`config.mk`:
```
export PLATFORM = sky130hd
export DESIGN_NAME = dsp_mac_sequencer_flat
export DESIGN_NICKNAME = d
export VERILOG_FILES = /design/src/rtl/dsp_mac_sequencer_if.sv /design/src/rtl/dsp_mac_sequencer.sv /design/src/flat_wrapper.sv
export SDC_FILE = /design/constraint.sdc
export NUM_CORES = 1
export LEC_CHECK = 0
export BUFFER_PORTS_ARGS = -buffer_cell sky130_fd_sc_hd__buf_4
export CAP_MARGIN = 20
export CELL_PAD_IN_SITES_DETAIL_PLACEMENT = 1
export CELL_PAD_IN_SITES_GLOBAL_PLACEMENT = 2
export CORE_MARGIN = 2
export CORE_UTILIZATION = 33
export DETAILED_ROUTE_END_ITERATION = 7
export GPL_ROUTABILITY_DRIVEN = 0
export HOLD_SLACK_MARGIN = 0.05
export PLACE_DENSITY = 0.85
export SKIP_LAST_GASP = 1
export SLEW_MARGIN = 20
export SYNTH_ARGS = -nofsm -noshare
export SYNTH_HDL_FRONTEND = slang
export SYNTH_SLANG_ARGS = --single-unit
```
`constraint.sdc`:
```
create_clock -name clk -period 3.1 [get_ports clk]
set_clock_uncertainty 0.05 [all_clocks]
set_input_delay 0.31 -clock clk [delete_from_list [all_inputs] [get_ports clk]]
set_output_delay 0.31 -clock clk [all_outputs]
set_load 0.05 [all_outputs]
```
`src/rtl/dsp_mac_sequencer_if.sv`:
```
// Bundle of control, handshake and slice-facing signals for dsp_mac_sequencer.
// The master side is the environment (job source, operand source, slice P
// output, result consumer). The slave side is the sequencer itself.
interface dsp_mac_sequencer_if #(
  parameter int LEN_W = 8,
  parameter int P_W   = 48
);
  logic             start;
  logic [LEN_W-1:0] len;
  logic             busy;
  logic             in_valid;
  logic             in_ready;
  logic             ce_ab;
  logic             ce_m;
  logic             ce_p;
  logic             rst_p;
  logic [7:0]       opmode;
  logic [P_W-1:0]   p_in;
  logic [P_W-1:0]   result;
  logic             result_valid;
  logic             result_ready;

  modport master (
    output start, len, in_valid, p_in, result_ready,
    input  busy, in_ready, ce_ab, ce_m, ce_p, rst_p, opmode, result, result_valid
  );

  modport slave (
    input  start, len, in_valid, p_in, result_ready,
    output busy, in_ready, ce_ab, ce_m, ce_p, rst_p, opmode, result, result_valid
  );
endinterface

```
`src/rtl/dsp_mac_sequencer.sv`:
```
// Control sequencer for one DSP multiply-accumulate slice. Tracks each accepted
// operand pair through the slice's optional A/B and M registers so the P stage
// is enabled exactly once per product, with P = M for the first product and
// P = P + M afterwards. The final P is captured into a result register that is
// handed off with a valid/ready handshake.
module dsp_mac_sequencer #(
  parameter int         LEN_W        = 8,
  parameter int         ABREG        = 1,
  parameter int         MREG         = 1,
  parameter int         P_W          = 48,
  parameter logic [7:0] OPMODE_FIRST = 8'h01,
  parameter logic [7:0] OPMODE_ACC   = 8'h09
) (
  input logic                 clk,
  input logic                 rst,
  dsp_mac_sequencer_if.slave  bus
);

  // Number of register stages between the A/B ports and the P-stage input.
  localparam int PD = ABREG + MREG;

  typedef enum logic [2:0] {IDLE, CLEAR, ACCUM, DRAIN, DONE} state_t;

  state_t           state_reg, state_next;
  logic [LEN_W-1:0] len_q_reg;
  logic [LEN_W-1:0] count_reg;
  logic [P_W-1:0]   result_reg;

  logic in_ready_int;
  logic accept;
  logic last_accept;
  logic first_tag;
  logic m_valid;
  logic valid_at_p;
  logic first_at_p;
  logic pipe_empty;

  assign in_ready_int = (state_reg == ACCUM) && (count_reg < len_q_reg);
  assign accept       = in_ready_int && bus.in_valid;
  assign last_accept  = accept && ((count_reg + 1'b1) == len_q_reg);
  assign first_tag    = (count_reg == '0);

  generate
    if (PD == 0) begin : g_nopipe
      // Fully bypassed slice: the product reaches P in the accept cycle.
      assign m_valid    = accept;
      assign valid_at_p = accept;
      assign first_at_p = accept && first_tag;
      assign pipe_empty = 1'b1;
    end else begin : g_pipe
      logic [PD-1:0] vpipe_reg, vpipe_next;
      logic [PD-1:0] fpipe_reg, fpipe_next;

      assign vpipe_next[0] = accept;
      assign fpipe_next[0] = accept && first_tag;
      for (genvar gi = 1; gi < PD; gi++) begin : g_stage
        assign vpipe_next[gi] = vpipe_reg[gi-1];
        assign fpipe_next[gi] = fpipe_reg[gi-1];
      end

      // Shift valid and first-product tags alongside the operands in the slice.
      always_ff @(posedge clk or posedge rst) begin
        if (rst) begin
          vpipe_reg <= '0;
          fpipe_reg <= '0;
        end else begin
          vpipe_reg <= vpipe_next;
          fpipe_reg <= fpipe_next;
        end
      end

      // With bypassed A/B the M stage sees the operands in the accept cycle.
      assign m_valid    = (ABREG == 0) ? accept : vpipe_reg[0];
      assign valid_at_p = vpipe_reg[PD-1];
      assign first_at_p = fpipe_reg[PD-1];
      assign pipe_empty = (vpipe_reg == '0);
    end
  endgenerate

  // State register.
  always_ff @(posedge clk or posedge rst) begin
    if (rst) state_reg <= IDLE;
    else     state_reg <= state_next;
  end

  // Next-state logic.
  always_comb begin
    state_next = state_reg;
    case (state_reg)
      IDLE:    if (bus.start && (bus.len != '0)) state_next = CLEAR;
      CLEAR:   state_next = ACCUM;
      ACCUM:   if (last_accept) state_next = DRAIN;
      DRAIN:   if (pipe_empty) state_next = DONE;
      DONE:    if (bus.result_ready) state_next = IDLE;
      default: state_next = IDLE;
    endcase
  end

  // Outputs: slice enables, P clear, opmode and handshake flags.
  always_comb begin
    bus.busy         = (state_reg != IDLE);
    bus.in_ready     = in_ready_int;
    bus.ce_ab        = accept;
    bus.ce_m         = m_valid;
    bus.ce_p         = valid_at_p;
    bus.rst_p        = rst || (state_reg == CLEAR);
    bus.opmode       = (valid_at_p && first_at_p) ? OPMODE_FIRST : OPMODE_ACC;
    bus.result_valid = (state_reg == DONE);
    bus.result       = result_reg;
  end

  // Job length capture and element counter.
  always_ff @(posedge clk or posedge rst) begin
    if (rst) begin
      len_q_reg <= '0;
      count_reg <= '0;
    end else if ((state_reg == IDLE) && bus.start && (bus.len != '0)) begin
      len_q_reg <= bus.len;
      count_reg <= '0;
    end else if (accept) begin
      count_reg <= count_reg + 1'b1;
    end
  end

  // Capture the final P once every in-flight product has been accumulated.
  always_ff @(posedge clk or posedge rst) begin
    if (rst)                                    result_reg <= '0;
    else if ((state_reg == DRAIN) && pipe_empty) result_reg <= bus.p_in;
  end

endmodule

```
`src/flat_wrapper.sv`:
```
// flat-port wrapper written by rule: the top's interface ports become plain ports
module dsp_mac_sequencer_flat 
#(
  parameter int         LEN_W        = 8,
  parameter int         ABREG        = 1,
  parameter int         MREG         = 1,
  parameter int         P_W          = 48,
  parameter logic [7:0] OPMODE_FIRST = 8'h01,
  parameter logic [7:0] OPMODE_ACC   = 8'h09
)
  (clk, rst, bus_start, bus_len, bus_in_valid, bus_p_in, bus_result_ready, bus_busy, bus_in_ready, bus_ce_ab, bus_ce_m, bus_ce_p, bus_rst_p, bus_opmode, bus_result, bus_result_valid);
  dsp_mac_sequencer_if #(.LEN_W(LEN_W), .P_W(P_W)) bus_i ();
  input logic clk;
  input logic rst;
  input wire logic [$bits(bus_i.start)-1:0] bus_start;
  input wire logic [$bits(bus_i.len)-1:0] bus_len;
  input wire logic [$bits(bus_i.in_valid)-1:0] bus_in_valid;
  input wire logic [$bits(bus_i.p_in)-1:0] bus_p_in;
  input wire logic [$bits(bus_i.result_ready)-1:0] bus_result_ready;
  output wire logic [$bits(bus_i.busy)-1:0] bus_busy;
  output wire logic [$bits(bus_i.in_ready)-1:0] bus_in_ready;
  output wire logic [$bits(bus_i.ce_ab)-1:0] bus_ce_ab;
  output wire logic [$bits(bus_i.ce_m)-1:0] bus_ce_m;
  output wire logic [$bits(bus_i.ce_p)-1:0] bus_ce_p;
  output wire logic [$bits(bus_i.rst_p)-1:0] bus_rst_p;
  output wire logic [$bits(bus_i.opmode)-1:0] bus_opmode;
  output wire logic [$bits(bus_i.result)-1:0] bus_result;
  output wire logic [$bits(bus_i.result_valid)-1:0] bus_result_valid;
  assign bus_i.start = bus_start;
  assign bus_i.len = bus_len;
  assign bus_i.in_valid = bus_in_valid;
  assign bus_i.p_in = bus_p_in;
  assign bus_i.result_ready = bus_result_ready;
  assign bus_busy = bus_i.busy;
  assign bus_in_ready = bus_i.in_ready;
  assign bus_ce_ab = bus_i.ce_ab;
  assign bus_ce_m = bus_i.ce_m;
  assign bus_ce_p = bus_i.ce_p;
  assign bus_rst_p = bus_i.rst_p;
  assign bus_opmode = bus_i.opmode;
  assign bus_result = bus_i.result;
  assign bus_result_valid = bus_i.result_valid;
  dsp_mac_sequencer #(.LEN_W(LEN_W), .ABREG(ABREG), .MREG(MREG), .P_W(P_W), .OPMODE_FIRST(OPMODE_FIRST), .OPMODE_ACC(OPMODE_ACC)) u_core (.clk(clk), .rst(rst), .bus(bus_i));
endmodule
```
# Yosys cells after proc, flatten, opt, wreduce, memory -nomap -nowiden
# Index checks and enable logic that the tools add are counted.
dict set report op_classes {
  n_eq_ne 9
  order_cmp 1
  n_reduce_logical 17
  n_mux 8
  add_sub_neg 1
}
# op count
set ops {}
lappend ops {{2-to-1 mux 8 bit} 2}
lappend ops {{one-hot mux 3 bit (5 select lines)} 1}
lappend ops {{2-to-1 mux 3 bit} 4}
lappend ops {{logical AND 1 bit} 9}
lappend ops {{adder 8 x 1 -> 8 bit (second input constant)} 1}
lappend ops {{equality test 8 bit} 1}
lappend ops {{zero test 8 bit} 1}
lappend ops {{< comparator 8 bit} 1}
lappend ops {{nonzero test 8 bit} 1}
lappend ops {{equality test 3 x 2 -> 1 bit (second input constant)} 2}
lappend ops {{!= test 2 x 1 -> 1 bit (second input constant)} 3}
lappend ops {{2-to-1 mux 4 bit} 1}
lappend ops {{AND reduction 4 bit} 1}
lappend ops {{equality test 3 x 1 -> 1 bit (second input constant)} 1}
lappend ops {{equality test 3 bit (second input constant)} 1}
lappend ops {{zero test 3 bit} 1}
lappend ops {{nonzero test 3 bit} 1}
lappend ops {{zero test 2 bit} 1}
lappend ops {{!= test 2 bit (second input constant)} 1}
lappend ops {{nonzero test 2 bit} 1}
lappend ops {{logical OR 1 bit} 1}
dict set report totals {
  out_inout_bits 63
  input_bits 61
  regBits 71
}

# Logic depth before layout (Yosys ltp)
# Gate-level depths: netlist of the first run.
dict set report logic_depth {
  ltp_word 6
  ltp_mapped 8
  mapped_depth_nobuf 8
}

# Least setup slack after synthesis of the first run
# Ideal clock, no wire load.
dict set report synth_path {
  kind {input -> output}
  start {input port rst}
  end {output port bus_rst_p}
  n_path_buf 0
  slack_ps 52
  cell_stages 2
  arrival_time_ps 2688
  path_cell_list {inv_1 > o31ai_1}
}
dict set report synth_between {
  elab_chain_len 1
}
# element line
set synth_rtl {}
lappend synth_rtl {{start: declaration} flat_wrapper.sv:14} ;# input logic rst;
lappend synth_rtl {{logical OR 1 bit} dsp_mac_sequencer.sv:106} ;# bus.rst_p = rst || (state_reg == CLEAR);
lappend synth_rtl {{end: declaration} flat_wrapper.sv:25} ;# output wire logic [$bits(bus_i.rst_p)-1:0] bus_rst_p;
# No other way between the ends.

# Worst setup path in the final report of the first run
dict set report layout_path {
  start {register u_core.count_reg[5]}
  end {output port bus_ce_ab}
}
dict set report layout_between {
  elab_chain_len 3
}
# element line
set layout_rtl {}
lappend layout_rtl {{start: declaration} dsp_mac_sequencer.sv:26} ;# logic [LEN_W-1:0] count_reg;
lappend layout_rtl {{start signal: assignment} dsp_mac_sequencer.sv:121} ;# count_reg <= count_reg + 1'b1;
lappend layout_rtl {{< comparator 8 bit} dsp_mac_sequencer.sv:38} ;# assign in_ready_int = (state_reg == ACCUM) && (count_reg < len_q_reg);
lappend layout_rtl {{logical AND 1 bit} dsp_mac_sequencer.sv:38}
lappend layout_rtl {{logical AND 1 bit} dsp_mac_sequencer.sv:39} ;# assign accept = in_ready_int && bus.in_valid;
lappend layout_rtl {{end: declaration} flat_wrapper.sv:22} ;# output wire logic [$bits(bus_i.ce_ab)-1:0] bus_ce_ab;
# No other way between the ends.

==> results of run 1 <==
==> area by class of cell <==
cell class              count  area (um2)
fillers                  1082        5190
flip-flops and latches     71        1780
multi-input cells         167        1350
repair buffers            120         901
well taps                 133         166
clock buffers              11         141
clock inverters             5         104
inverters                  14        52.6
==> logic make-up after synthesis <==
kind of cell / after synthesis / synth area share
compound gates: 29 / 0.0658
xor+xnor: 11 / 0.0296
fa+ha+maj: 10 / 0.0385
buf+inv: 31 / 0.0450
flops: 71 / 0.546
mux: 50 / 0.173
other cells: 2 / 0.00231
simple gates: 60 / 0.0996
==> worst max-delay path by stage <==
stage	from	endpoint	slack, ns	cells after the start
finish	u_core.count_reg[5]	bus_ce_ab	0.46	7
global route	u_core.count_reg[5]	bus_ce_ab	0.28	7
CTS	u_core.count_reg[5]	bus_ce_ab	0.43	7
floorplan	rst	bus_rst_p	0.05	2
global placement	u_core.count_reg[5]	bus_ce_ab	0.84	7
detailed placement	u_core.count_reg[5]	bus_ce_ab	0.81	7
==> cell usage in the layout (no fill, tap or decap), drive strengths merged, types with 6 or more instances in the layout <==
cell and instances:
buf 120, dfrtp 71, mux2 50, nand2 19, inv 14, clkbuf 11
ha 10, o21ai 9, xnor2 9, nor3 7, conb 7, nor2 6
==> routing by layer <==
metal / up-vias / global-route usage
li1: 1150 / -
met1: 1167 / 0.195
met2: 82 / 0.244
met3: 11 / 0.0410
met4: 0 / 0.0557
met5: - / 0
==> power groups by stage <==
stage / combinational (uW) / clock (uW) / sequential [uW]
CTS: 3200 / 945 / 1640
finish: 3150 / 919 / 1630
detailed placement: 3190 / 0 / 1650
floorplan: 1110 / 0 / 2770
global route: 3350 / 984 / 1690
global placement: 3140 / 0 / 1620
==> stage by stage <==
stage,worst slack (ns),power [uW],instances
after floorplan,0.0521,3880,269
after global placement,0.841,4770,505
after detailed placement,0.813,4850,505
after CTS,0.425,5780,521
after global routing,0.282,6030,521
final,0.455,5700,521
==> impl_metrics.xml, run 1 <==
<?xml version="1.0" encoding="UTF-8"?>
<metrics>
  <group name="run_status">
    <metric name="result_of_the_run" unit="">finished, final reports clean</metric>
  </group>
  <group name="placed_design">
    <metric name="place.port_buffers" unit="">116</metric>
    <metric name="postPlaceCellArea" unit="um2">4250</metric>
    <metric name="dp_wirelength" unit="mm">6.01</metric>
  </group>
  <group name="sta">
    <metric name="worst_pin_slew" unit="ns">0.896</metric>
    <metric name="final_worst_path_cycle_share" unit="">0.853</metric>
    <metric name="slew-limit-headroom" unit="">0.402</metric>
    <metric name="final_period_minus_worst_setup_slack" unit="ns">2.64</metric>
    <metric name="grt_setup_unrepaired" unit="">false</metric>
    <metric name="holdWs" unit="ns">0.111</metric>
    <metric name="final-max-slew-violation-count" unit="">0</metric>
    <metric name="setup_total_negative_slack" unit="ns">0</metric>
    <metric name="final-hold-violation-count" unit="">0</metric>
    <metric name="top_achievable_clock_speed" unit="GHz">0.378</metric>
    <metric name="report.final.setup_viol" unit="">0</metric>
  </group>
  <group name="cts">
    <metric name="cts_num_sinks" unit="">71</metric>
    <metric name="cts_max_path_buffers" unit="">2</metric>
    <metric name="tritoncts" unit="">done</metric>
    <metric name="clk_pin_slew_worst_paths" unit="ns">0.08</metric>
    <metric name="numCtsBuffers" unit="">9</metric>
    <metric name="worst_skew_pair_later_pin_latency" unit="ns">0.34</metric>
    <metric name="cts_hold_buf" unit="">0</metric>
    <metric name="cts_root_buffer" unit="">sky130_fd_sc_hd__clkbuf_8</metric>
    <metric name="post_cts_resize_count" unit="">0</metric>
    <metric name="post_cts_buffers" unit="">0</metric>
    <metric name="htreeDepth" unit="">3</metric>
  </group>
  <group name="critical_path">
    <metric name="cp_max_stage_cell" unit="">sky130_fd_sc_hd__dfrtp_1</metric>
    <metric name="crit_path_end_kind" unit="">output port</metric>
    <metric name="worstSetupStartpointType" unit="">register</metric>
    <metric name="critical_path_buf_inv_count" unit="">2</metric>
    <metric name="worstRegToRegCells" unit="">7</metric>
    <metric name="setup.reg_to_reg.worst_slack" unit="ns">0.96</metric>
    <metric name="crit_required" unit="ns">2.74</metric>
    <metric name="regToRegStartpoint" unit="">u_core.count_reg[5]</metric>
    <metric name="worstPathCellList" unit="">ha_1, a21oi_1, a2bb2oi_1, and2_4, nand2_1, clkinv_1, buf_4</metric>
    <metric name="arrival_worst_endpoint" unit="ns">2.28</metric>
    <metric name="worst-setup-path-type" unit="">reg2out</metric>
    <metric name="slowest_cell_delay_on_critical_path" unit="ns">0.47</metric>
    <metric name="worst-path-max-fanout" unit="">9</metric>
    <metric name="cp_top_family" unit="">flip-flops</metric>
    <metric name="regToRegEndpoint" unit="">u_core.count_reg[5]</metric>
  </group>
  <group name="detailed_routing">
    <metric name="detail_route.wl_per_cell" unit="um">15.2</metric>
    <metric name="route.top_layer_used" unit="">met4</metric>
    <metric name="met2_wirelength" unit="mm">3.89</metric>
    <metric name="drt_pass1_iterations" unit="">4</metric>
    <metric name="finalWirelength" unit="mm">7.91</metric>
    <metric name="via_per_inst" unit="">4.63</metric>
    <metric name="vias" unit="">2410</metric>
    <metric name="wirelength_met1" unit="mm">3.40</metric>
    <metric name="wl_met3" unit="um">504</metric>
    <metric name="dr.first_iter.drc_count" unit="">35</metric>
    <metric name="drcViolationCount" unit="">0</metric>
    <metric name="antenna_violating_nets_post_route" unit="">0</metric>
  </group>
  <group name="pwr">
    <metric name="cell_internal_pwr" unit="uW">3040</metric>
    <metric name="pwr-share-clk" unit="">0.161</metric>
    <metric name="power.share.combinational" unit="">0.553</metric>
    <metric name="cellPowerDensity" unit="nW/um2">1270</metric>
    <metric name="p_sw_frac" unit="">0.466</metric>
    <metric name="worst_ir_drop_vdd" unit="mV">0.442</metric>
    <metric name="p_seq_frac" unit="">0.286</metric>
    <metric name="p_switching" unit="uW">2660</metric>
    <metric name="leakage" unit="uW">0.00213</metric>
  </group>
  <group name="synth">
    <metric name="netlist_instances" unit="">264</metric>
    <metric name="synth_area_leader_cell" unit="">sky130_fd_sc_hd__dfrtp_1</metric>
    <metric name="synthArstFlopShare" unit="">1.00</metric>
    <metric name="most_frequent_cell_after_synthesis" unit="">sky130_fd_sc_hd__dfrtp_1</metric>
    <metric name="synth_area_leaders" unit="">sky130_fd_sc_hd__dfrtp_1 55%, sky130_fd_sc_hd__mux2_2 17%, sky130_fd_sc_hd__ha_1 3.8%, sky130_fd_sc_hd__xnor2_1 2.4%, sky130_fd_sc_hd__nand2_1 2.2%</metric>
    <metric name="netlist_area" unit="um2">3250</metric>
    <metric name="synth.cells.most_frequent" unit="">71 x sky130_fd_sc_hd__dfrtp_1, 50 x sky130_fd_sc_hd__mux2_2, 19 x sky130_fd_sc_hd__nand2_1</metric>
    <metric name="yosysTopAreaCellShare" unit="">0.546</metric>
    <metric name="synth.distinct_cells" unit="">42</metric>
    <metric name="most_used_flip_flop_cell_after_synthesis" unit="">sky130_fd_sc_hd__dfrtp_1</metric>
    <metric name="number_of_flops_mapped_to_enable_cells_by_yosys" unit="">0</metric>
    <metric name="synth.yosys.warnings" unit="">0</metric>
    <metric name="sequential_cell_area_fraction_in_the_yosys_report" unit="">0.546</metric>
    <metric name="yosys_register_bits" unit="">71</metric>
    <metric name="synthesis.area_per_instance" unit="um2">12.3</metric>
  </group>
  <group name="finish">
    <metric name="antennaDiodeCount" unit="">0</metric>
    <metric name="final_design_area_no_fill" unit="um2">4500</metric>
    <metric name="final_core_utilization" unit="">0.464</metric>
    <metric name="drive_above_1_share" unit="">0.500</metric>
    <metric name="synthToLayoutAreaGrowth" unit="%">38.2</metric>
    <metric name="final_nets" unit="">454</metric>
    <metric name="largest_register_ff_count" unit="">48</metric>
  </group>
  <group name="worst_hold_path">
    <metric name="hold_path.startpoint" unit="">bus_result_ready</metric>
    <metric name="min_delay_worst_endpoint" unit="">u_core.state_reg[2]</metric>
    <metric name="min_delay_path_depth" unit="">2</metric>
    <metric name="timing.hold.worst.class" unit="">in2reg</metric>
  </group>
  <group name="floorplanning">
    <metric name="rows" unit="">36</metric>
    <metric name="ioPinCount" unit="">124</metric>
    <metric name="dieArea" unit="um2">10700</metric>
    <metric name="core_area" unit="um2">9680</metric>
    <metric name="chipHeight" unit="um">103</metric>
    <metric name="die_w" unit="um">103</metric>
    <metric name="initial_core_utilization" unit="">0.336</metric>
  </group>
  <group name="global_routing">
    <metric name="grt_antenna_before_repair" unit="">0</metric>
    <metric name="maximum_number_of_pins_on_one_net_before_global_route_repair" unit="">72</metric>
    <metric name="grt_usage" unit="">0.151</metric>
    <metric name="globalRoute.totalOverflow" unit="">0</metric>
    <metric name="grt_first_pass_wirelength" unit="mm">12.2</metric>
    <metric name="grt_pass1_vias" unit="">2431</metric>
  </group>
  <group name="job">
    <metric name="maxCapViolations" unit="">0</metric>
  </group>
</metrics>
(Power assumes the default switching activity.)
==> inputs of run 2 (changes only) <==
--- a/config.mk
+++ b/config.mk
@@ -5,12 +5,13 @@
 export SDC_FILE = /design/constraint.sdc
 export NUM_CORES = 1
 export LEC_CHECK = 0
+export ABC_AREA = 1
 export BUFFER_PORTS_ARGS = -buffer_cell sky130_fd_sc_hd__buf_4
 export CAP_MARGIN = 20
 export CELL_PAD_IN_SITES_DETAIL_PLACEMENT = 1
 export CELL_PAD_IN_SITES_GLOBAL_PLACEMENT = 2
 export CORE_MARGIN = 2
-export CORE_UTILIZATION = 33
+export CORE_UTILIZATION = 32
 export DETAILED_ROUTE_END_ITERATION = 7
 export GPL_ROUTABILITY_DRIVEN = 0
 export HOLD_SLACK_MARGIN = 0.05
==> run 2 against run 1 <==
  * Cell count rose by 7.7%
  * Critical endpoint unchanged
  * Register-to-register slack improved by 0.05 ns
  * First-iteration DRC count is 150% higher
  * Fmax rose by 7.9%
  * Combinational power is essentially flat
  * Largest cell class unchanged
  * Die area rose by 3.5%
  * Non-clock buffer count is 1 lower
  * Hold slack improved by 0.027 ns
  * Global-route usage increased by 1.5 points
==> impl_metrics.xml, run 2 <==
<?xml version="1.0" encoding="UTF-8"?>
<metrics>
  <group name="cts">
    <metric name="clk_pin_slew_worst_paths" unit="ns">0.08</metric>
    <metric name="cts_max_path_buffers" unit="">2</metric>
    <metric name="worst_skew_pair_later_pin_latency" unit="ns">0.34</metric>
    <metric name="tritoncts" unit="">done</metric>
    <metric name="cts_hold_buf" unit="">1</metric>
    <metric name="cts_num_sinks" unit="">71</metric>
    <metric name="cts_root_buffer" unit="">sky130_fd_sc_hd__clkbuf_8</metric>
    <metric name="htreeDepth" unit="">3</metric>
    <metric name="post_cts_buffers" unit="">0</metric>
    <metric name="numCtsBuffers" unit="">9</metric>
    <metric name="post_cts_resize_count" unit="">0</metric>
  </group>
  <group name="job">
    <metric name="maxCapViolations" unit="">0</metric>
  </group>
  <group name="critical_path">
    <metric name="worstSetupStartpointType" unit="">register</metric>
    <metric name="regToRegStartpoint" unit="">u_core.count_reg[2]</metric>
    <metric name="crit_path_end_kind" unit="">output port</metric>
    <metric name="worst-path-max-fanout" unit="">8</metric>
    <metric name="slowest_cell_delay_on_critical_path" unit="ns">0.49</metric>
    <metric name="crit_required" unit="ns">2.74</metric>
    <metric name="timing.critical_path.depth" unit="">8</metric>
    <metric name="worstPathCellList" unit="">ha_1, nand2_1, o21bai_1, nand2_1, nand2_1, nand3_1, nor2_4, buf_4</metric>
    <metric name="worst-setup-path-type" unit="">reg2out</metric>
    <metric name="regToRegEndpoint" unit="">u_core.count_reg[0]</metric>
    <metric name="setup.worst_path.start" unit="">u_core.count_reg[2]</metric>
    <metric name="cp_max_stage_cell" unit="">sky130_fd_sc_hd__dfrtp_1</metric>
    <metric name="setup.reg_to_reg.worst_slack" unit="ns">1.01</metric>
    <metric name="crit_end" unit="">bus_ce_ab</metric>
    <metric name="critical-path-top-cell-by-count" unit="">sky130_fd_sc_hd__nand2_1</metric>
    <metric name="arrival_worst_endpoint" unit="ns">2.09</metric>
    <metric name="cp_top_family" unit="">simple AND/OR/NAND/NOR gates</metric>
    <metric name="worstRegToRegCells" unit="">10</metric>
    <metric name="critical_path_buf_inv_count" unit="">1</metric>
  </group>
  <group name="sta">
    <metric name="setup_total_negative_slack" unit="ns">0</metric>
    <metric name="final_worst_path_cycle_share" unit="">0.791</metric>
    <metric name="final-max-slew-violation-count" unit="">0</metric>
    <metric name="final-hold-violation-count" unit="">0</metric>
    <metric name="final_period_minus_worst_setup_slack" unit="ns">2.45</metric>
    <metric name="slew-limit-headroom" unit="">0.576</metric>
    <metric name="grt_setup_unrepaired" unit="">false</metric>
    <metric name="report.final.setup_viol" unit="">0</metric>
    <metric name="holdWs" unit="ns">0.138</metric>
    <metric name="top_achievable_clock_speed" unit="GHz">0.408</metric>
    <metric name="worst_pin_slew" unit="ns">0.635</metric>
  </group>
  <group name="placed_design">
    <metric name="post-place-cells" unit="">544</metric>
    <metric name="dp_wirelength" unit="mm">6.72</metric>
    <metric name="place.port_buffers" unit="">116</metric>
  </group>
  <group name="finish">
    <metric name="final_nets" unit="">494</metric>
    <metric name="multi_input_area" unit="um2">1320</metric>
    <metric name="layout_common_cells" unit="">118 x sky130_fd_sc_hd__buf_4, 71 x sky130_fd_sc_hd__dfrtp_1, 49 x sky130_fd_sc_hd__mux2_2</metric>
    <metric name="synthToLayoutAreaGrowth" unit="%">35.7</metric>
    <metric name="instances_no_fill" unit="">561</metric>
    <metric name="fill_cells" unit="">1116</metric>
    <metric name="largest_register_ff_count" unit="">48</metric>
    <metric name="drive_above_1_share" unit="">0.458</metric>
    <metric name="most_common_cell_after_layout_fill_and_taps_aside" unit="">sky130_fd_sc_hd__buf_4</metric>
    <metric name="antennaDiodeCount" unit="">0</metric>
    <metric name="ff_latch_area" unit="um2">1780</metric>
  </group>
  <group name="floorplanning">
    <metric name="chipHeight" unit="um">105</metric>
    <metric name="rows" unit="">36</metric>
    <metric name="core_area" unit="um2">9860</metric>
    <metric name="initial_core_utilization" unit="">0.331</metric>
    <metric name="die_w" unit="um">105</metric>
    <metric name="ioPinCount" unit="">124</metric>
    <metric name="dieArea" unit="um2">11000</metric>
  </group>
  <group name="synth">
    <metric name="synthesis.area_per_instance" unit="um2">10.9</metric>
    <metric name="synth.yosys.warnings" unit="">0</metric>
    <metric name="synth.distinct_cells" unit="">27</metric>
    <metric name="netlist_area" unit="um2">3270</metric>
    <metric name="yosys_register_bits" unit="">71</metric>
    <metric name="most_frequent_cell_after_synthesis" unit="">sky130_fd_sc_hd__dfrtp_1</metric>
    <metric name="number_of_flops_mapped_to_enable_cells_by_yosys" unit="">0</metric>
    <metric name="synth_area_leader_cell" unit="">sky130_fd_sc_hd__dfrtp_1</metric>
    <metric name="synthArstFlopShare" unit="">1.00</metric>
    <metric name="yosysTopAreaCellShare" unit="">0.544</metric>
    <metric name="sequential_cell_area_fraction_in_the_yosys_report" unit="">0.544</metric>
    <metric name="most_used_flip_flop_cell_after_synthesis" unit="">sky130_fd_sc_hd__dfrtp_1</metric>
    <metric name="synth_area_leaders" unit="">sky130_fd_sc_hd__dfrtp_1 54%, sky130_fd_sc_hd__mux2_2 17%, sky130_fd_sc_hd__nand2_1 4.9%, sky130_fd_sc_hd__ha_1 3.8%, sky130_fd_sc_hd__inv_1 3.2%</metric>
    <metric name="netlist_instances" unit="">301</metric>
    <metric name="synth.cells.most_frequent" unit="">71 x sky130_fd_sc_hd__dfrtp_1, 49 x sky130_fd_sc_hd__mux2_2, 43 x sky130_fd_sc_hd__nand2_1</metric>
  </group>
  <group name="global_routing">
    <metric name="globalRoute.totalOverflow" unit="">0</metric>
    <metric name="grt_usage" unit="">0.166</metric>
    <metric name="grt_antenna_before_repair" unit="">0</metric>
    <metric name="maximum_number_of_pins_on_one_net_before_global_route_repair" unit="">45</metric>
    <metric name="grt_first_pass_wirelength" unit="mm">14.3</metric>
    <metric name="grt_pass1_vias" unit="">2858</metric>
  </group>
  <group name="detailed_routing">
    <metric name="drcViolationCount" unit="">0</metric>
    <metric name="dr.first_iter.drc_count" unit="">86</metric>
    <metric name="via_per_inst" unit="">4.68</metric>
    <metric name="drt_pass1_iterations" unit="">4</metric>
    <metric name="detail_route.wl_per_cell" unit="um">15.4</metric>
    <metric name="vias" unit="">2628</metric>
    <metric name="antenna_violating_nets_post_route" unit="">0</metric>
    <metric name="finalWirelength" unit="mm">8.64</metric>
  </group>
  <group name="worst_hold_path">
    <metric name="hold_path.startpoint" unit="">bus_p_in[22]</metric>
    <metric name="timing.hold.worst.class" unit="">in2reg</metric>
  </group>
  <group name="pwr">
    <metric name="leakage" unit="uW">0.00218</metric>
    <metric name="cellPowerDensity" unit="nW/um2">1230</metric>
    <metric name="worst_ir_drop_vdd" unit="mV">0.530</metric>
  </group>
  <group name="run_status">
    <metric name="result_of_the_run" unit="">finished, final reports clean</metric>
  </group>
</metrics>
## run 2: cell count changes in the layout (fill, tap and decap cells not counted), moves of 5 or more
| cell | change |
|---|---|
| sky130_fd_sc_hd__nor2_1 | +15 |
| sky130_fd_sc_hd__xnor2_1 | -9 |
| sky130_fd_sc_hd__inv_1 | +15 |
| sky130_fd_sc_hd__nor3_1 | -5 |
| sky130_fd_sc_hd__nor2b_1 | -5 |
| sky130_fd_sc_hd__a21oi_1 | +7 |
| sky130_fd_sc_hd__nand2_1 | +23 |
| sky130_fd_sc_hd__nand3_1 | +18 |
## run 2: power by group
group	leakage, uW	total, uW	switching [uW]	internal [uW]
Clock	0.0000854	653	363	290
Sequential	0.000847	1630	262	1370
Combinational	0.00125	3180	2090	1090
## run 2: worst min path at each step
stage / endpoint / cells past startpoint
2_1_floorplan: u_core.g_pipe.fpipe_reg[1] / 0
3_3_place_gp: u_core.g_pipe.fpipe_reg[1] / 0
3_5_place_dp: u_core.g_pipe.fpipe_reg[1] / 0
4_1_cts: u_core.bus.result[22] / 2
5_1_grt: u_core.bus.result[32] / 2
6_report: u_core.bus.result[22] / 2
## run 2: cell families (layout without fill, tap and decap cells)
logic type | after synthesis | after routing | synth area share
adder cells (fa/ha/maj) | 10 | 10 | 0.0383
AO/OA/AOI/OAI | 26 | 26 | 0.0448
other | 2 | 7 | 0.00230
flip-flops | 71 | 71 | 0.544
multiplexers | 49 | 49 | 0.169
buffers and inverters | 41 | 163 | 0.0593
AND/OR/NAND/NOR | 102 | 102 | 0.143
## run 2: final cells by class
| cell class | count | share of cell area |
|---|---|---|
| Multi-Input combinational cell | 194 | 0.297 |
| Tap cell | 133 | 0.0375 |
| Inverter | 28 | 0.0237 |
| Sequential cell | 71 | 0.401 |
| Clock inverter | 7 | 0.0107 |
| Clock buffer | 9 | 0.0279 |
| Timing Repair Buffer | 119 | 0.202 |
## run 2: through the flow
stage               setup WS (ns)   util  power, uW  area, um2
finish                      0.648  0.450       5460       4430
CTS                         0.599  0.450       5550       4430
floorplan                   0.162      -       3910       3290
global placement             1.10  0.431       4780       4250
global route                0.496  0.450       5810       4430
detailed placement           1.03  0.431       4880       4250
## run 2: per-layer routing
| layer | GRT usage | vias up | part of all wire |
|---|---|---|---|
| met2 | 0.290 | 88 | 0.51 |
| met5 | 0 | - | 0 |
| met4 | 0.0600 | 0 | 0.017 |
| met1 | 0.198 | 1289 | 0.42 |
| li1 | - | 1239 | - |
| met3 | 0.0412 | 12 | 0.051 |
==> inputs of run 3 (changes only) <==
--- a/config.mk
+++ b/config.mk
@@ -5,17 +5,17 @@
 export SDC_FILE = /design/constraint.sdc
 export NUM_CORES = 1
 export LEC_CHECK = 0
-export ABC_AREA = 1
+export ABC_AREA = 0
 export BUFFER_PORTS_ARGS = -buffer_cell sky130_fd_sc_hd__buf_4
 export CAP_MARGIN = 20
 export CELL_PAD_IN_SITES_DETAIL_PLACEMENT = 1
 export CELL_PAD_IN_SITES_GLOBAL_PLACEMENT = 2
 export CORE_MARGIN = 2
-export CORE_UTILIZATION = 32
+export CORE_UTILIZATION = 27
 export DETAILED_ROUTE_END_ITERATION = 7
 export GPL_ROUTABILITY_DRIVEN = 0
 export HOLD_SLACK_MARGIN = 0.05
-export PLACE_DENSITY = 0.85
+export PLACE_DENSITY = 0.74
 export SKIP_LAST_GASP = 1
 export SLEW_MARGIN = 20
 export SYNTH_ARGS = -nofsm -noshare
==> constraint.sdc (replaced) <==
create_clock -name clk -period 2.2 [get_ports clk]
set_clock_uncertainty 0.05 [all_clocks]
set_input_delay 0.22 -clock clk [delete_from_list [all_inputs] [get_ports clk]]
set_output_delay 0.22 -clock clk [all_outputs]
set_load 0.05 [all_outputs]
==> run 3 against run 2 <==
  * Critical endpoint is now bus_in_ready
  * Cell count decreased by 0.71%
  * Register-to-register slack got worse by 0.88 ns
  * Critical path type unchanged
  * Routed wire length is 3.7% higher
  * First-iteration DRC count shrank 9.3%
  * Non-clock buffer count rose by 23
==> impl_metrics.xml, run 3 (synthesis results as in run 1) <==
<?xml version="1.0" encoding="UTF-8"?>
<metrics>
  <group name="placed_design">
    <metric name="pre_cts_setup_slack" unit="ns">0.142</metric>
    <metric name="dp_wirelength" unit="mm">6.67</metric>
    <metric name="place.port_buffers" unit="">116</metric>
    <metric name="post-place-cells" unit="">527</metric>
  </group>
  <group name="global_routing">
    <metric name="grt_usage" unit="">0.144</metric>
    <metric name="grt_first_pass_wirelength" unit="mm">14.2</metric>
    <metric name="grt_pass1_vias" unit="">2667</metric>
    <metric name="maximum_number_of_pins_on_one_net_before_global_route_repair" unit="">72</metric>
    <metric name="grt_antenna_before_repair" unit="">0</metric>
    <metric name="globalRoute.totalOverflow" unit="">0</metric>
  </group>
  <group name="finish">
    <metric name="antennaDiodeCount" unit="">0</metric>
    <metric name="final_core_utilization" unit="">0.411</metric>
    <metric name="fill_cells" unit="">1289</metric>
    <metric name="layout_common_cells" unit="">136 x sky130_fd_sc_hd__buf_4, 68 x sky130_fd_sc_hd__dfrtp_1, 50 x sky130_fd_sc_hd__mux2_2</metric>
    <metric name="largest_register_ff_count" unit="">48</metric>
    <metric name="instances_no_fill" unit="">557</metric>
    <metric name="final_nets" unit="">476</metric>
    <metric name="synthToLayoutAreaGrowth" unit="%">50.0</metric>
    <metric name="drive_above_1_share" unit="">0.551</metric>
    <metric name="most_common_cell_after_layout_fill_and_taps_aside" unit="">sky130_fd_sc_hd__buf_4</metric>
  </group>
  <group name="cts">
    <metric name="tritoncts" unit="">done</metric>
    <metric name="worst_skew_pair_later_pin_latency" unit="ns">0.33</metric>
    <metric name="clk_pin_slew_worst_paths" unit="ns">0.06</metric>
    <metric name="cts_max_path_buffers" unit="">2</metric>
    <metric name="cts_root_buffer" unit="">sky130_fd_sc_hd__clkbuf_16</metric>
    <metric name="cts_num_sinks" unit="">71</metric>
    <metric name="numCtsBuffers" unit="">9</metric>
    <metric name="htreeDepth" unit="">3</metric>
  </group>
  <group name="detailed_routing">
    <metric name="drt_pass1_iterations" unit="">4</metric>
    <metric name="via_per_inst" unit="">4.54</metric>
    <metric name="finalWirelength" unit="mm">8.96</metric>
    <metric name="route.top_layer_used" unit="">met4</metric>
    <metric name="met2_wirelength" unit="mm">4.35</metric>
    <metric name="antenna_violating_nets_post_route" unit="">0</metric>
    <metric name="wirelength_met1" unit="mm">3.78</metric>
    <metric name="dr.first_iter.drc_count" unit="">78</metric>
    <metric name="detail_route.wl_per_cell" unit="um">16.1</metric>
    <metric name="drcViolationCount" unit="">0</metric>
    <metric name="vias" unit="">2527</metric>
    <metric name="wl_met3" unit="um">547</metric>
  </group>
  <group name="sta">
    <metric name="worst_pin_slew" unit="ns">0.489</metric>
    <metric name="final_period_minus_worst_setup_slack" unit="ns">2.18</metric>
    <metric name="report.final.setup_viol" unit="">0</metric>
    <metric name="final_worst_path_cycle_share" unit="">0.992</metric>
    <metric name="top_achievable_clock_speed" unit="GHz">0.458</metric>
    <metric name="final-max-slew-violation-count" unit="">0</metric>
    <metric name="setup_total_negative_slack" unit="ns">0</metric>
    <metric name="finalWorstSetupSlack" unit="ns">0.0187</metric>
    <metric name="final-hold-violation-count" unit="">0</metric>
    <metric name="grt_setup_unrepaired" unit="">true</metric>
    <metric name="slew-limit-headroom" unit="">0.671</metric>
  </group>
  <group name="critical_path">
    <metric name="worst-setup-path-type" unit="">reg2out</metric>
    <metric name="arrival_worst_endpoint" unit="ns">1.91</metric>
    <metric name="crit_path_end_kind" unit="">output port</metric>
    <metric name="worstPathCellList" unit="">inv_2, ha_4, nor2b_4, o211ai_1, a21o_1, nand2_1, nor3_2, buf_6</metric>
    <metric name="worst-path-max-fanout" unit="">2</metric>
    <metric name="cp_max_stage_cell" unit="">sky130_fd_sc_hd__dfrtp_1</metric>
    <metric name="crit_required" unit="ns">1.93</metric>
    <metric name="slowest_cell_delay_on_critical_path" unit="ns">0.39</metric>
    <metric name="worstSetupStartpointType" unit="">register</metric>
  </group>
  <group name="floorplanning">
    <metric name="ioPinCount" unit="">124</metric>
    <metric name="initial_core_utilization" unit="">0.274</metric>
    <metric name="rows" unit="">40</metric>
    <metric name="dieArea" unit="um2">12900</metric>
    <metric name="core_area" unit="um2">11900</metric>
    <metric name="die_w" unit="um">114</metric>
    <metric name="chipHeight" unit="um">114</metric>
  </group>
  <group name="job">
    <metric name="maxCapViolations" unit="">0</metric>
  </group>
  <group name="pwr">
    <metric name="pwr-share-clk" unit="">0.194</metric>
    <metric name="cellPowerDensity" unit="nW/um2">1800</metric>
    <metric name="p_seq_frac" unit="">0.259</metric>
    <metric name="leakage" unit="uW">0.00230</metric>
    <metric name="p_sw_frac" unit="">0.446</metric>
    <metric name="cell_internal_pwr" unit="uW">4880</metric>
    <metric name="worst_ir_drop_vdd" unit="mV">0.466</metric>
    <metric name="p_switching" unit="uW">3920</metric>
    <metric name="power.share.combinational" unit="">0.547</metric>
  </group>
  <group name="run_status">
    <metric name="result_of_the_run" unit="">finished, final reports clean</metric>
  </group>
  <group name="worst_hold_path">
    <metric name="timing.hold.worst.class" unit="">in2reg</metric>
  </group>
</metrics>
## run 3: cell count changes in the layout (fill, tap and decap cells not counted), sizes merged, moves of 9 or more
cell / previous run / this run
buf: 118 / 139
inv: 29 / 12
nand2: 46 / 19
nand3: 23 / 4
nor2: 26 / 6
xnor2: 0 / 9
## run 3: cell type report
type,instances,area (um2),area share
Timing Repair Buffer,142,1090,0.224
Multi-Input combinational cell,167,1410,0.288
Sequential cell,71,1780,0.365
Tap cell,147,184,0.0377
Clock buffer,11,253,0.0518
Clock inverter,5,104,0.0213
Inverter,14,61.3,0.0126
## run 3: power groups by stage
stage                     clock [uW]  sequential [uW]  combinational, uW
after global routing            1810             2360               5090
after floorplan                    0             3900               1570
final                           1710             2280               4810
after CTS                       1760             2290               4750
after global placement             0             2280               4530
after detailed placement           0             2320               4590
## run 3: worst max-delay path, delay by kind of cell (launching register included)
| kind | cells | cell delay, ns |
|---|---|---|
| flip-flops | 1 | 0.39 |
| AO/OA/AOI/OAI | 2 | 0.37 |
| AND/OR/NAND/NOR | 3 | 0.35 |
| buffers and inverters | 2 | 0.28 |
| adder cells (fa/ha/maj) | 1 | 0.19 |
## run 3: worst paths after layout
| path | cells after the start | slack [ns] | startpoint | end |
|---|---|---|---|---|
| setup / recovery | 8 | 0.02 | u_core.len_q_reg[1] | bus_in_ready |
| setup reg to reg | 7 | 0.13 | u_core.count_reg[7] | u_core.count_reg[5] |
| hold reg to reg | 0 | 0.30 | u_core.g_pipe.fpipe_reg[0] | u_core.g_pipe.fpipe_reg[1] |
| hold / removal | 2 | 0.06 | bus_p_in[45] | u_core.bus.result[45] |
| min in group asynchronous | 4 | 0.55 | rst | u_core.state_reg[1] |
| max in group asynchronous | 4 | 1.24 | rst | u_core.state_reg[0] |
## run 3: layer usage
metal	global-route usage	up-vias
met5	0	-
met4	0.0780	0
met2	0.232	80
li1	-	1194
met1	0.178	1235
met3	0.0335	18
## run 3: stage by stage
| step | hold WS, ns | cell area (um2) | total power (uW) |
|---|---|---|---|
| after CTS | 0.0533 | 4820 | 8790 |
| after floorplan | 0.277 | 3280 | 5470 |
| final | 0.0646 | 4880 | 8800 |
| after detailed placement | 0.289 | 4350 | 6910 |
| after global placement | 0.285 | 4350 | 6810 |
| after global routing | 0.0573 | 4880 | 9260 |
## run 3: what timing repair did
action                                  CTS  global route
hold endpoints to repair                 73             0
gates resized for setup                   8             7
hold buffers                              3             0
buffers inserted                          7             4
endpoints found under the setup margin    2             4
pin swaps                                 5             5
